===== src/rtl/io_bus_ctrl_if.sv =====
// Bus bundle between the decoded V810 I/O cycle signals and the bus controller.
// The controller takes the slave side; the CPU/gate-array side is the master.
interface io_bus_ctrl_if #(
   parameter int NCH = 8,
   parameter int DW  = 16
);
   localparam int SW = (NCH > 1) ? $clog2(NCH) : 1;

   // Cycle request from the CPU side
   logic              BCYSTn;
   logic              RW;
   logic [NCH-1:0]    CSn;
   // Peripheral channel returns
   logic [NCH*DW-1:0] CH_DO;
   logic [NCH-1:0]    CH_BUSYn;
   // Controller outputs
   logic              RDn;
   logic              WRn;
   logic [DW-1:0]     DO;
   logic              READYn;
   logic [SW-1:0]     SEL;
   logic              TMO_ERR;
   logic              MSEL_ERR;

   modport slave (
      input  BCYSTn, RW, CSn, CH_DO, CH_BUSYn,
      output RDn, WRn, DO, READYn, SEL, TMO_ERR, MSEL_ERR
   );

   modport master (
      output BCYSTn, RW, CSn, CH_DO, CH_BUSYn,
      input  RDn, WRn, DO, READYn, SEL, TMO_ERR, MSEL_ERR
   );
endinterface


===== src/rtl/io_bus_ctrl.sv =====
// I/O-space bus controller: turns a CPU bus cycle into RDn/WRn strobes with a
// minimum wait, per-channel BUSYn stretching, a timeout watchdog returning
// open-bus data, multi-select detection and abort on select release.
module io_bus_ctrl #(
   parameter int            NCH      = 8,
   parameter int            DW       = 16,
   parameter int            MIN_WAIT = 2,
   parameter int            TIMEOUT  = 255,
   parameter logic [DW-1:0] OPEN_BUS = '1
) (
   input  logic         CLK,
   input  logic         RESn,
   input  logic         CE,
   io_bus_ctrl_if.slave bus
);
   localparam int SW = (NCH > 1) ? $clog2(NCH) : 1;
   localparam int WW = $clog2(TIMEOUT + 1);
   // W is cleared on the start tick, so completion is allowed once it has
   // counted MIN_WAIT-1 further ticks; timeout fires on the tick that reaches
   // TIMEOUT ticks after the strobe went low.
   localparam logic [WW-1:0] W_MIN = WW'(MIN_WAIT - 1);
   localparam logic [WW-1:0] W_TMO = WW'(TIMEOUT - 1);
   localparam logic [WW-1:0] W_SAT = WW'(TIMEOUT);

   typedef enum logic [1:0] {IDLE, STROBE, DONE} state_t;

   state_t         state_reg, state_next;
   logic [WW-1:0]  w_reg, w_next;
   logic [SW-1:0]  sel_reg, sel_next;
   logic           rw_reg, rw_next;
   logic [DW-1:0]  do_reg, do_next;
   logic           rdn_reg, rdn_next;
   logic           wrn_reg, wrn_next;
   logic           readyn_reg, readyn_next;
   logic           tmo_reg, tmo_next;
   logic           msel_reg, msel_next;

   logic [DW-1:0]  ch_data [NCH];
   logic [NCH-1:0] cs_act;
   logic           start;
   logic           multi_sel;
   logic [SW-1:0]  first_idx;
   logic           sel_busy_n;
   logic           sel_cs_n;

   // Split the flat channel data bus into one word per channel
   for (genvar gi = 0; gi < NCH; gi++) begin : g_ch
      assign ch_data[gi] = bus.CH_DO[gi*DW +: DW];
   end

   assign cs_act     = ~bus.CSn;
   assign start      = ~bus.BCYSTn & (|cs_act);
   // More than one bit set <=> clearing the lowest set bit leaves something
   assign multi_sel  = |(cs_act & (cs_act - NCH'(1)));
   assign sel_busy_n = bus.CH_BUSYn[sel_reg];
   assign sel_cs_n   = bus.CSn[sel_reg];

   // Priority encoder: lowest channel index with its select asserted
   always_comb begin
      first_idx = '0;
      for (int i = NCH - 1; i >= 0; i--) begin
         if (cs_act[i]) first_idx = SW'(i);
      end
   end

   // Next-state and output logic; pulses default low, READYn defaults high
   always_comb begin
      state_next  = state_reg;
      w_next      = w_reg;
      sel_next    = sel_reg;
      rw_next     = rw_reg;
      do_next     = do_reg;
      rdn_next    = rdn_reg;
      wrn_next    = wrn_reg;
      readyn_next = 1'b1;
      tmo_next    = 1'b0;
      msel_next   = 1'b0;
      case (state_reg)
         IDLE, DONE: begin
            state_next = IDLE;
            rdn_next   = 1'b1;
            wrn_next   = 1'b1;
            if (start) begin
               state_next = STROBE;
               w_next     = '0;
               sel_next   = first_idx;
               rw_next    = bus.RW;
               rdn_next   = ~bus.RW;
               wrn_next   = bus.RW;
               msel_next  = multi_sel;
            end
         end
         STROBE: begin
            w_next = (w_reg == W_SAT) ? w_reg : w_reg + WW'(1);
            if (sel_cs_n) begin
               // Abort: selected channel released its select, drop quietly
               state_next = IDLE;
               rdn_next   = 1'b1;
               wrn_next   = 1'b1;
            end else if ((w_reg >= W_MIN) && sel_busy_n) begin
               state_next  = DONE;
               rdn_next    = 1'b1;
               wrn_next    = 1'b1;
               readyn_next = 1'b0;
               if (rw_reg) do_next = ch_data[sel_reg];
            end else if (w_reg == W_TMO) begin
               state_next  = DONE;
               rdn_next    = 1'b1;
               wrn_next    = 1'b1;
               readyn_next = 1'b0;
               tmo_next    = 1'b1;
               if (rw_reg) do_next = OPEN_BUS;
            end
         end
         default: begin
            state_next = IDLE;
            rdn_next   = 1'b1;
            wrn_next   = 1'b1;
         end
      endcase
   end

   // State and output registers; advance only on CE, reset asynchronously
   always_ff @(posedge CLK or negedge RESn) begin
      if (!RESn) begin
         state_reg  <= IDLE;
         w_reg      <= '0;
         sel_reg    <= '0;
         rw_reg     <= 1'b0;
         do_reg     <= '0;
         rdn_reg    <= 1'b1;
         wrn_reg    <= 1'b1;
         readyn_reg <= 1'b1;
         tmo_reg    <= 1'b0;
         msel_reg   <= 1'b0;
      end else if (CE) begin
         state_reg  <= state_next;
         w_reg      <= w_next;
         sel_reg    <= sel_next;
         rw_reg     <= rw_next;
         do_reg     <= do_next;
         rdn_reg    <= rdn_next;
         wrn_reg    <= wrn_next;
         readyn_reg <= readyn_next;
         tmo_reg    <= tmo_next;
         msel_reg   <= msel_next;
      end
   end

   assign bus.RDn      = rdn_reg;
   assign bus.WRn      = wrn_reg;
   assign bus.DO       = do_reg;
   assign bus.READYn   = readyn_reg;
   assign bus.SEL      = sel_reg;
   assign bus.TMO_ERR  = tmo_reg;
   assign bus.MSEL_ERR = msel_reg;
endmodule


===== src/flat_wrapper.sv =====
// flat-port wrapper written by rule: the top's interface ports become plain ports
module io_bus_ctrl_flat 
#(
   parameter int            NCH      = 8,
   parameter int            DW       = 16,
   parameter int            MIN_WAIT = 2,
   parameter int            TIMEOUT  = 255,
   parameter logic [DW-1:0] OPEN_BUS = '1
)
  (CLK, RESn, CE, bus_BCYSTn, bus_RW, bus_CSn, bus_CH_DO, bus_CH_BUSYn, bus_RDn, bus_WRn, bus_DO, bus_READYn, bus_SEL, bus_TMO_ERR, bus_MSEL_ERR);
  io_bus_ctrl_if #(.NCH(NCH), .DW(DW)) bus_i ();
  input  logic CLK;
  input  logic RESn;
  input  logic CE;
  input wire logic [$bits(bus_i.BCYSTn)-1:0] bus_BCYSTn;
  input wire logic [$bits(bus_i.RW)-1:0] bus_RW;
  input wire logic [$bits(bus_i.CSn)-1:0] bus_CSn;
  input wire logic [$bits(bus_i.CH_DO)-1:0] bus_CH_DO;
  input wire logic [$bits(bus_i.CH_BUSYn)-1:0] bus_CH_BUSYn;
  output wire logic [$bits(bus_i.RDn)-1:0] bus_RDn;
  output wire logic [$bits(bus_i.WRn)-1:0] bus_WRn;
  output wire logic [$bits(bus_i.DO)-1:0] bus_DO;
  output wire logic [$bits(bus_i.READYn)-1:0] bus_READYn;
  output wire logic [$bits(bus_i.SEL)-1:0] bus_SEL;
  output wire logic [$bits(bus_i.TMO_ERR)-1:0] bus_TMO_ERR;
  output wire logic [$bits(bus_i.MSEL_ERR)-1:0] bus_MSEL_ERR;
  assign bus_i.BCYSTn = bus_BCYSTn;
  assign bus_i.RW = bus_RW;
  assign bus_i.CSn = bus_CSn;
  assign bus_i.CH_DO = bus_CH_DO;
  assign bus_i.CH_BUSYn = bus_CH_BUSYn;
  assign bus_RDn = bus_i.RDn;
  assign bus_WRn = bus_i.WRn;
  assign bus_DO = bus_i.DO;
  assign bus_READYn = bus_i.READYn;
  assign bus_SEL = bus_i.SEL;
  assign bus_TMO_ERR = bus_i.TMO_ERR;
  assign bus_MSEL_ERR = bus_i.MSEL_ERR;
  io_bus_ctrl #(.NCH(NCH), .DW(DW), .MIN_WAIT(MIN_WAIT), .TIMEOUT(TIMEOUT), .OPEN_BUS(OPEN_BUS)) u_core (.CLK(CLK), .RESn(RESn), .CE(CE), .bus(bus_i));
endmodule

===== config.mk =====
export PLATFORM = sky130hd
export DESIGN_NAME = io_bus_ctrl_flat
export DESIGN_NICKNAME = d
export VERILOG_FILES = /design/src/rtl/io_bus_ctrl_if.sv /design/src/rtl/io_bus_ctrl.sv /design/src/flat_wrapper.sv
export SDC_FILE = /design/constraint.sdc
export NUM_CORES = 1
export LEC_CHECK = 0
export CAP_MARGIN = 15
export CORE_MARGIN = 1
export CORE_UTILIZATION = 35
export CTS_BUF_LIST = sky130_fd_sc_hd__clkbuf_16
export DETAILED_ROUTE_END_ITERATION = 8
export PLACE_DENSITY = 0.78
export SYNTH_ARGS = -nofsm -noshare
export SYNTH_HDL_FRONTEND = slang
export SYNTH_SLANG_ARGS = --single-unit

===== constraint.sdc =====
create_clock -name CLK -period 1.9 [get_ports CLK]
set_input_delay 0.285 -clock CLK [delete_from_list [all_inputs] [get_ports CLK]]
set_output_delay 0.285 -clock CLK [all_outputs]
set_load 0.02 [all_outputs]

== Word level (Yosys, flattened, before mapping) ==
Cells that the tools add are included.
Cells by class
  $add $sub $neg: 2
  order comparisons: 3
  equality and inequality tests: 7
  muxes and demuxes: 44
  bitwise gates (word level): 7
  reductions and logical operators: 11
Operator list (number)
  16-bit 2-to-1 mux: 6
  16-bit binary-select mux with 3-bit select: 1
  3-bit 2-to-1 mux: 8
  1-bit 2-to-1 mux: 18
  8-bit == test, second input constant: 2
  8-bit 2-to-1 mux: 2
  8-bit one-hot mux with 2 select lines: 1
  8-bit OR reduction: 2
  8-bit by 1-bit adder with 8-bit output, second input constant: 1
  8-bit bitwise AND: 1
  8-bit by 1-bit greater-or-equal comparator with 1-bit output, second input constant: 1
  8-bit inverter: 1
  8-bit by 1-bit subtractor with 8-bit output, second input constant: 1
  1-bit binary-select mux with 3-bit select: 2
  2-bit 2-to-1 mux: 3
  5-bit AND reduction: 1
  4-bit greater-or-equal comparator, second input constant: 1
  3-bit by 4-bit less-than comparator with 1-bit output, second input constant: 1
  4-bit by 1-bit != test with 1-bit output, second input constant: 1
  3-bit inverter with 4-bit output: 1
  1-bit one-hot mux with 2 select lines: 2
  2-bit one-hot mux with 2 select lines: 1
  4-bit AND reduction: 1
  2-bit nonzero test: 2
  11 further kinds: 13
Word-level totals
  register bits: 35
  input port bits: 149
  word-level logic and storage cells: 84

== Longest topological paths before layout ==
Gate-level depths: netlist of the first run.
  word-level depth: 9
  gate-level depth with buffers: 8
  gate-level depth less buffers: 7

== Worst setup path after synthesis of the first run ==
Ideal clock, no wire load.
  kind: register -> register
  start: register u_core.sel_reg[1] (netlist: u_core.bus.SEL[1])
  end: register u_core.do_reg[10] (netlist: u_core.bus.DO[10])
  library setup time: 0.073 ns
  arrival time: 2.055 ns
  setup slack: -0.228 ns
  cell stages (with the launch flop): 8
  clock period less this slack: 2.128 ns
  path through: dfrtp_1 -> buf_6 -> mux2_4 -> a222oi_1 -> nand3_2 -> a21oi_4 -> buf_12 -> a2bb2oi_2
On the way
  word-level cells in the longest chain between the ends: 6
RTL lines
  start, declared: line io_bus_ctrl.sv:29  | logic [SW-1:0] sel_reg, sel_next;
  start signal, assigned: line io_bus_ctrl.sv:139  | sel_reg <= sel_next;
  3-bit inverter with 4-bit output (implied by the code): line io_bus_ctrl.sv:105  | if (rw_reg) do_next = ch_data[sel_reg];
  16-bit binary-select mux with 3-bit select: line io_bus_ctrl.sv:105
  16-bit 2-to-1 mux (implied by the code) (2 in a row): line io_bus_ctrl.sv:105
  16-bit 2-to-1 mux: line io_bus_ctrl.sv:105
  16-bit 2-to-1 mux: line io_bus_ctrl.sv:100  | end else if ((w_reg >= W_MIN) && sel_busy_n) begin
  end signal, assigned: line io_bus_ctrl.sv:141  | do_reg <= do_next;
  end, declared: line io_bus_ctrl.sv:31  | logic [DW-1:0] do_reg, do_next;
Parallel ways exist; a longest one is shown, timed or not. The select of a mux whose other input is x is not followed.
A chain may end at the register's enable or synchronous reset.

== Final worst setup path of the first run ==
  start: register u_core.sel_reg[1] (netlist: u_core.bus.SEL[1])
  end: register u_core.do_reg[0] (netlist: u_core.bus.DO[0])
The elaborated chain is that of the path after synthesis.

==> results.json, run 1 <==
{
  "syn_avg_cell_area_um2": 13.0,
  "ff2ff_path_depth": 7,
  "fin_cells": 532,
  "gp_congestion": 0.823,
  "die-area_um2": 8820,
  "grt_max_degree": 36,
  "cts_tree": "built",
  "tightest_slew_ps": 445,
  "netlist.area_leader.share_pct": 27.1,
  "synth.area.top_cells": "dfrtp_1, mux4_1, mux4_2",
  "yosysWarnings": 0,
  "synth_ff_type": "dfrtp_1",
  "period_minus_slack_ps": 1950,
  "violations": "setup timing",
  "die_h_um": 93.9,
  "routedWlPerCell_um": 16.3,
  "powerDensity_nw_per_um2": 1080,
  "crit_path_end": "u_core.bus.DO[0]",
  "die_x_um": 93.9,
  "cts.sinks": 35,
  "fin_util_pct": 63.1,
  "max_slew_margin_pct": 70.3,
  "p_leak_nw": 2.07,
  "avgViaCountPerCell": 5.33,
  "port_buffers": 172,
  "worstReg2RegEnd": "u_core.bus.DO[0]",
  "required_ps": 2100,
  "drtPass1Iterations": 7,
  "setup_ws_ps": -49.7,
  "status": "finished, violations left",
  "end_kind": "register",
  "routed_wl_um": 8690,
  "synthTopCellsByCount": "dfrtp_1, mux4_1, mux2i_1",
  "synth-seq-cells": 35,
  "cts_buffers": 5,
  "worstSetupPathType": "register to register",
  "syn_inst": 228,
  "antenna_found_initial": 0,
  "coreArea_um2": 8180,
  "fmax_mhz": 513,
  "ioPinCount": 173,
  "synthesis.nets": 381,
  "n_fill_cell": 633,
  "fin_nets": 579,
  "clock-root-buffer": "clkbuf_16",
  "clock_path_buffers": 2,
  "rrSetupSlack_ps": -50,
  "setup_viol": 19,
  "drcViolationCount": 0,
  "ir_worst_vdd_mv": 0.482,
  "first_global_vias": 3000,
  "synthArstFlopShare_pct": 100,
  "areaGrowthSynthToFinish_pct": 74.5,
  "synth_largest_area_cell": "dfrtp_1",
  "path_max_fanout": 6,
  "synth_most_common_cell": "dfrtp_1",
  "drv_slew": 0,
  "cp-startpoint": "u_core.bus.SEL[1]",
  "htree_levels": 2,
  "grt_pass1_wl_um": 14100,
  "hold_path.class": "input port to async pin",
  "fin_crit_sh_pct": 103,
  "rows": 33,
  "largest_reg_flops": 16,
  "drive_gt1_share_pct": 22.5,
  "grt_overflow": 0,
  "initial_core_util_pct": 36.1,
  "cp.arrival_ps": 2150,
  "insertedDiodeCount": 0,
  "final_antenna_net_count": 0,
  "hpwl_um": 7090,
  "grtUsageTotal_pct": 20.7,
  "ys_types": 55,
  "finalPower_mw": 5.58,
  "synth_edf_count": 0,
  "startpoint_type": "register",
  "synthesis.area_um2": 2960,
  "cap_violations": 0,
  "post-place-ws_ps": -357,
  "cts_hold_buf": 0,
  "rsz0062_at_grt": "yes",
  "whs_ps": 39.0,
  "clk_latency_ps": 280,
  "skew_ps": 2.82,
  "vias": 2834,
  "ys_seq_area_share_pct": 29.8,
  "dp.cells": 523,
  "worstReg2RegStart": "u_core.bus.SEL[1]",
  "clkTransAtPathRegs_ps": 50,
  "report.final.hold_viol_count": 0,
  "drtIter0Drc": 96
}
## layout make-up
type,count,area (um2),area share [%]
sequential,35,882,17.1
multi-input combinational,171,1970,38.3
clock buffer,5,125,2.43
clock inverter,3,12.5,0.243
timing repair buffer,206,2000,38.9
inverter,7,26.3,0.510
tap,105,131,2.55
## where the power goes
group | switching (mW) | leakage (nW) | internal, mW | total, mW
combinational | 1.52 | 1.56 | 2.01 | 3.53
clock | 0.289 | 0.0762 | 0.473 | 0.762
sequential | 0.242 | 0.434 | 1.05 | 1.29
## per-layer routing
layer | global-route usage (%) | wire length, um
met1 | 23.0 | 3270
met2 | 39.1 | 4740
met3 | 4.13 | 488
met4 | 6.79 | 202
met5 | 0 | 0
## cell families after synthesis
group                      Yosys count  share of synthesized area (%)
DFF                                 35                           29.8
AOI/OAI and AO/OA                   52                           15.8
muxes                               55                           35.2
buffers and inverters               22                           5.38
adders and majority gates            6                           2.37
and+or+nand+nor                     52                           9.65
xor gates and xnor gates             6                           1.78
## timing repair
| item | CTS | global route |
|---|---|---|
| resized for setup | 9 | 2 |
| setup endpoints to repair | 17 | 23 |
| pin swaps | 2 | 1 |
| setup buffers | 1 | 0 |
## critical path: stages (launching register included)
cell and delay (ps):
dfrtp_2 430, mux2_4 300, a222oi_1 360, buf_4 190, nand3_4 90, a21oi_4 180
buf_6 170, a2bb2oi_2 150
## stage by stage
| stage | TNS [ps] | area, um2 |
|---|---|---|
| 4_1_cts | -921 | 5150 |
| 3_3_place_gp | -5290 | 4950 |
| 3_5_place_dp | -5640 | 4950 |
| 2_1_floorplan | -2000 | 2960 |
| 5_1_grt | -2180 | 5160 |
| 6_report | -332 | 5160 |
## worst min-delay path by stage
stage / start / to / slack, ps / cells past startpoint
after floorplan: RESn / u_core.bus.DO[0] / -10 / 0
after global placement: RESn / u_core.bus.MSEL_ERR / 330 / 2
after detailed placement: RESn / u_core.bus.MSEL_ERR / 360 / 2
after CTS: RESn / u_core.bus.MSEL_ERR / 60 / 2
after global routing: RESn / u_core.bus.SEL[0] / 80 / 2
final: RESn / u_core.bus.MSEL_ERR / 40 / 2
## cells in the final DEF, fill, tap and decap left out, types with 5 or more instances in the layout
cell type,synthesis,layout
clkdlybuf4s50_1,0,171
inv_1,7,9
nand3_1,6,6
a21oi_1,7,7
o2111ai_1,5,5
nor2_1,12,11
dfrtp_1,32,30
clkbuf_16,0,5
mux4_2,15,15
a2bb2oi_2,10,16
mux4_1,18,18
nand2_1,12,12
o21ai_0,7,7
buf_4,0,30
xor2_1,6,6
mux2i_1,17,17
(Power assumes the default switching activity.)
==> run 2: changes to the inputs <==
ABC_CLOCK_PERIOD_IN_PS = 1900   (was default)
==> results of run 2 <==
The final DEF is identical to that of run 1; final timing and power are the same.
